File: src/rtl/seq_shift_if.sv
// seq_shift_if: request/response handshake bundle for seq_shift_unit
interface seq_shift_if #(parameter int XLEN = 32);
  logic            in_valid;
  logic            in_ready;
  logic [XLEN-1:0] operand1;
  logic [XLEN-1:0] operand2;
  logic [1:0]      op;
  logic            out_valid;
  logic            out_ready;
  logic [XLEN-1:0] result;
  modport master (
    output in_valid, operand1, operand2, op, out_ready,
    input  in_ready, out_valid, result
  );
  modport slave (
    input  in_valid, operand1, operand2, op, out_ready,
    output in_ready, out_valid, result
  );
endinterface

File: src/rtl/seq_shift_unit.sv
// seq_shift_unit: iterative SLL/SRL/SRA, one bit per clock, valid/ready on both sides.
// Define SEQ_SHIFT_ROT_EN to make op=10 a rotate right; otherwise op=10 behaves as SRL.
module seq_shift_unit #(
  parameter int XLEN = 32
) (
  input logic        clk,
  input logic        rst_n,
  seq_shift_if.slave s
);
  localparam int SHAMT_W = $clog2(XLEN);
  typedef enum logic [1:0] {IDLE = 2'd0, SHIFT = 2'd1, DONE = 2'd2} state_t;
  state_t              state_q, state_d;
  logic [XLEN-1:0]     acc_q, acc_d, step;
  logic [SHAMT_W-1:0]  count_q, count_d;
  logic [1:0]          op_q, op_d;
  logic                fill;
`ifdef SEQ_SHIFT_ROT_EN
  assign fill = (op_q == 2'b11) ? acc_q[XLEN-1] : (op_q == 2'b10) ? acc_q[0] : 1'b0;
`else
  assign fill = (op_q == 2'b11) & acc_q[XLEN-1];
`endif
  assign step = (op_q == 2'b00) ? {acc_q[XLEN-2:0], 1'b0} : {fill, acc_q[XLEN-1:1]};
  always_comb begin
    state_d = state_q;
    acc_d   = acc_q;
    count_d = count_q;
    op_d    = op_q;
    case (state_q)
      IDLE: if (s.in_valid) begin
        acc_d   = s.operand1;
        count_d = s.operand2[SHAMT_W-1:0];
        op_d    = s.op;
        state_d = (s.operand2[SHAMT_W-1:0] == '0) ? DONE : SHIFT;
      end
      SHIFT: begin
        acc_d   = step;
        count_d = count_q - 1'b1;
        state_d = (count_q == SHAMT_W'(1)) ? DONE : SHIFT;
      end
      DONE: state_d = s.out_ready ? IDLE : DONE;
      default: state_d = IDLE;
    endcase
  end
  always_ff @(posedge clk or negedge rst_n) begin
    if (!rst_n) begin
      state_q <= IDLE;
      acc_q   <= '0;
      count_q <= '0;
      op_q    <= '0;
    end else begin
      state_q <= state_d;
      acc_q   <= acc_d;
      count_q <= count_d;
      op_q    <= op_d;
    end
  end
  assign s.in_ready  = (state_q == IDLE);
  assign s.out_valid = (state_q == DONE);
  assign s.result    = (state_q == DONE) ? acc_q : '0;
endmodule

File: src/flat_wrapper.sv
// flat-port wrapper written by rule: the top's interface ports become plain ports
module seq_shift_unit_flat 
#(
  parameter int XLEN = 32
)
  (clk, rst_n, s_in_valid, s_operand1, s_operand2, s_op, s_out_ready, s_in_ready, s_out_valid, s_result);
  seq_shift_if #(.XLEN(XLEN)) s_i ();
  input logic clk;
  input logic rst_n;
  input wire logic [$bits(s_i.in_valid)-1:0] s_in_valid;
  input wire logic [$bits(s_i.operand1)-1:0] s_operand1;
  input wire logic [$bits(s_i.operand2)-1:0] s_operand2;
  input wire logic [$bits(s_i.op)-1:0] s_op;
  input wire logic [$bits(s_i.out_ready)-1:0] s_out_ready;
  output wire logic [$bits(s_i.in_ready)-1:0] s_in_ready;
  output wire logic [$bits(s_i.out_valid)-1:0] s_out_valid;
  output wire logic [$bits(s_i.result)-1:0] s_result;
  assign s_i.in_valid = s_in_valid;
  assign s_i.operand1 = s_operand1;
  assign s_i.operand2 = s_operand2;
  assign s_i.op = s_op;
  assign s_i.out_ready = s_out_ready;
  assign s_in_ready = s_i.in_ready;
  assign s_out_valid = s_i.out_valid;
  assign s_result = s_i.result;
  seq_shift_unit #(.XLEN(XLEN)) u_core (.clk(clk), .rst_n(rst_n), .s(s_i));
endmodule
File: config.mk
export PLATFORM = sky130hd
export DESIGN_NAME = seq_shift_unit_flat
export DESIGN_NICKNAME = d
export VERILOG_FILES = /design/src/rtl/seq_shift_if.sv /design/src/rtl/seq_shift_unit.sv /design/src/flat_wrapper.sv
export SDC_FILE = /design/constraint.sdc
export NUM_CORES = 1
export LEC_CHECK = 0
export BUFFER_PORTS_ARGS = -buffer_cell sky130_fd_sc_hd__buf_4
export CAP_MARGIN = 15
export CORE_UTILIZATION = 40
export CTS_BUF_LIST = sky130_fd_sc_hd__clkbuf_8
export DETAILED_ROUTE_END_ITERATION = 7
export PLACE_DENSITY = 0.77
export SLEW_MARGIN = 15
export SYNTH_ARGS = -nofsm -noshare
export SYNTH_HDL_FRONTEND = slang
export SYNTH_SLANG_ARGS = --single-unit
File: constraint.sdc
create_clock -name clk -period 2.9 [get_ports clk]
set_input_delay 0.58 -clock clk [delete_from_list [all_inputs] [get_ports clk]]
set_output_delay 0.58 -clock clk [all_outputs]
set_load 0.01 [all_outputs]
Yosys cells after proc, flatten, opt, wreduce, memory -nomap -nowiden

Index checks and enable logic that the tools add are counted.
W data, S select, Z words.

Register bits after elaboration: 41
Bits of input ports: 70
Output and inout port bits: 34
Logic and storage cells: 28

Add/subtract/negate cells: 1
Equality and inequality tests: 5
Multiplexer cells: 11
Bitwise gates (word level): 1
Reductions and logical operators: 6

Operators with widths:

| kind                  | number |
|---|---|
| $mux W32              | 3 |
| $pmux W32 S2          | 1 |
| $pmux W5 S2           | 1 |
| $mux W2               | 4 |
| $pmux W2 S3           | 1 |
| $eq A5 B1 Y1 const B  | 1 |
| $logic_not A5 Y1      | 1 |
| $mux W5               | 1 |
| $sub A5 B1 Y5 const B | 1 |
| $eq A2 B2 Y1 const B  | 2 |
| $logic_not A2 Y1      | 2 |
| $reduce_and A2 Y1     | 2 |
| $eq A2 B1 Y1 const B  | 1 |
| $ne A2 B2 Y1 const B  | 1 |
| $reduce_bool A2 Y1    | 1 |
| $and A1 B1 Y1         | 1 |

Depth between registers and ports, before layout

Depth after elaboration: 4
Depth in mapped cells: 6
Gate-level depth less buffers: 5

Worst setup path after synthesis

No wires, ideal clock.

Kind: register to output
Start point: register u_core.state_q[1]
End point: output s_result[31]
Arrival time: 1.124 ns
Data required time: 2.320 ns
Path slack: 1.196 ns
Cell stages (with the launch flop): 5
Path buffers: 2
Cell sequence: dfrtp_1 > buf_6 > clkinv_1 > clkbuf_1 > nor3_1

Cells in the longest elaborated chain, start to end: 2

RTL lines:

| element                  | line                 | source |
|---|---|---|
| start: declaration       | seq_shift_unit.sv:12 | `state_t state_q, state_d;` |
| start signal: assignment | seq_shift_unit.sv:51 | `state_q <= state_d;` |
| $eq A2 B2 Y1             | seq_shift_unit.sv:59 | `assign s.result = (state_q == DONE) ? acc_q : '0;` |
| $mux W32                 | seq_shift_unit.sv:59 |  |
| end: declaration         | flat_wrapper.sv:17   | `output wire logic [$bits(s_i.result)-1:0] s_result;` |

Every way passes these cells.

Worst setup path in the final report

Start point: register u_core.state_q[1]
End point: output s_out_valid

Cells in the longest elaborated chain, start to end: 1

RTL lines:

| element          | line                 | source |
|---|---|---|
| $eq A2 B2 Y1     | seq_shift_unit.sv:58 | `assign s.out_valid = (state_q == DONE);` |
| end: declaration | flat_wrapper.sv:16   | `output wire logic [$bits(s_i.out_valid)-1:0] s_out_valid;` |

Every way passes these cells.

==> impl_results.md <==
- Status: finished clean
- Die area: 0.006836 mm^2
- Yosys top cell area share: between 30 and 40%
- Clock latency on the worst-skew pair: 0.30 ns
- Critical path launch point type: register
- Setup crit end kind: primary output
- Clock transition at path regs: 0.07 ns
- Drt pass-1 iters: 4
- Worst Hold Class: in2async
- Synth Cell Area: roughly 0.0026 mm^2
- Gpl congestion: 0.8231
- Buffers on Ports: 76
- Vias/cell: 5.837
- Io pins: 104
- Via Count: about 2600
- Layout Nets: 442
- Syn_nets: 387
- Core area: 0.006314 mm^2
- Post-route antenna net violation count: 0
- Setup_tns: 0 ns
- Root buffer cell: clkbuf_8
- Avg WL per Cell: 15.72 um
- P&R area growth vs syn: 25.61%
- Initial antenna violation count: 0
- Max-slew headroom: 28.82%
- CTS buffer count: 5
- CP Data Arrival Time: between 1.5 and 2 ns
- Post-Syn Instances: 315
- Post-CTS Setup Repair Bufs: 0
- Setup CP Type: reg2out
- Detail Placement HPWL: roughly 4800 um
- Layout cells sized above 1: roughly 27%
- CP cell instances: clkinv_1, buf_4, nor2_1, buf_4
- Worst-margin pin slew: roughly 1.1 ns
- Tot GR Track Use: 22.17%
- Peak VDD IR: 0.0003762 V
- PwrDens: 962.0 mW/mm^2
- Initial DRC count: 162
- Max clock buf depth: 2
- Avg Cell Area, Syn: 8.266 um^2
- Crit path max fanout: 25
- CTS tree: done
- Ys Warns: 0
- Synth unique cells: 43
- Crit-path most repeated cell: buf_4
- Post-synthesis sequential area ratio: around 40%
- Hold_buf cts: 0
- Final Cycle Share: roughly 77%
- Max-Cap Viols: 0
- Synth Register Bits: 41
- Initial Util: about two fifths
- Htree depth: 2
- Diode count: 0
- Leak pwr: between 1.5 and 2 nW
- Most used standard cell by instance count after synthesis: dfrtp_1
- Fmax: 0.4489 GHz
- Number of synthesized flops with an enable pin: 0
- PnR worst setup slack: approximately 0.67 ns
- Vias in the first global route: 2390
- Fill count: 626
- Setup-failing EPs final: 0
- Reg2reg setup slack: 0.89 ns
- DIE WIDTH: 82.68 um
- WP data required: 2.32 ns
- Synth cell count leaders: dfrtp_1 (41), and3_1 (31), nand2_1 (31), o21ai_0 (31), nor2_1 (26)
- Tot Pwr: 0.003146 W
- Clock sinks: 41
- Grt total ovfl: 0
- Worst slack, placed: between 0.9 and 1 ns
- Endpoints failing hold: 0
- Residual DRC: 0
- Min cycle time layout: 2.228 ns
- Clk_skew: approximately 0.011 ns
- Unrepaired setup endpoints after global routing: no
- Ys async rst share: 100.0%
- Post-synth top area cell: dfrtp_1
- Peak per-stage delay on the critical path: 0.65 ns
- Worst Reg-to-Reg Cells: 3
- Top cells by area, synth: dfrtp_1 (39%), and3_1 (7.4%), a41oi_1 (7.1%)
- Slew Limit Fails: 0
- Ys flop type: dfrtp_1
- Largest net degree at the start of global routing: 57
- Slowest CP cell: dfrtp_1
- Die span in y: 82.68 um
- Post-CTS Resized: 0
- Num rows: 29
- Routed WL: 7043 um
- First-pass GRT wire length: 11540 um
sequential cells by signal (all words and copies together) (netlist names):
signal          cells
u_core.acc_q       32
u_core.count_q      5
u_core.op_q         2
u_core.state_q      2
final timing paths:
path,start,end
worst max-delay path,u_core.state_q[1],s_out_valid
worst min-delay path,rst_n,u_core.acc_q[29]
worst max register to register,u_core.op_q[1],u_core.acc_q[11]
worst min register to register,u_core.acc_q[29],u_core.acc_q[29]
max in group asynchronous,rst_n,u_core.acc_q[2]
min in group clk,s_op[0],u_core.op_q[0]
worst max-delay path: cells and delay by family (launching register included):
kind	cells	cell delay, ns
DFF	1	0.65
and+or+nand+nor	1	0.16
buffers and inverters	3	0.55
per-layer routing:
metal  vias up  routed length [um]  track usage [%]
met5         -                   0                0
li1       1263                   -                -
met1      1268                3057            29.98
met3        10                 389            4.286
met4         0                 110            7.414
met2        74                3485            35.41
cells in the final DEF, fill, tap and decap left out, drive strengths merged, types with 2 or more instances in the layout:
master,instances
o21ai,40
nor3b,10
clkbuf,6
dfrtp,41
buf,84
a41oi,21
nor3,3
ha,2
inv,5
a21oi,4
nor2,26
mux2,2
a31oi,4
and3,31
nand3,22
nor2b,4
a211oi,9
o22ai,4
nand2,31
area by class of cell:
cell class / instances / area [um^2] / share of cell area, %
Sequential cell: 41 / 1026 / 31.37
Tap cell: 77 / 96.34 / 2.946
Inverter: 6 / 22.52 / 0.6886
Clock inverter: 2 / 37.54 / 1.148
Multi-Input combinational cell: 232 / 1375 / 42.04
Timing Repair Buffer: 84 / 630.6 / 19.28
Clock buffer: 6 / 82.58 / 2.525
through the flow:
step	hold slack, ns	instance area [um^2]	util, %	cells
final	0.2599	3271	51.80	448
after CTS	0.2733	3271	51.80	448
after global routing	0.2873	3271	51.80	448
after global placement	0.5128	3151	49.90	440
after floorplan	0.2844	2604	-	315
after detailed placement	0.5309	3151	49.90	440
cell families after synthesis:
logic type,count (synthesis),share of synthesized area (%)
compound gates,94,23.88
flops,41,39.40
fa+ha+maj,2,0.9609
mux,2,0.8649
buf+inv,42,7.880
simple gates,134,27.01
where the power goes:
part / leakage (nW) / switching, W / internal (W)
combinational: 0.980 / 0.000815 / 0.000651
sequential: 0.496 / 0.000328 / 0.000869
clock: 0.0574 / 0.000203 / 0.000280
total: 1.53 / 0.00135 / 0.00180
Power figures use the tool's default switching activity.
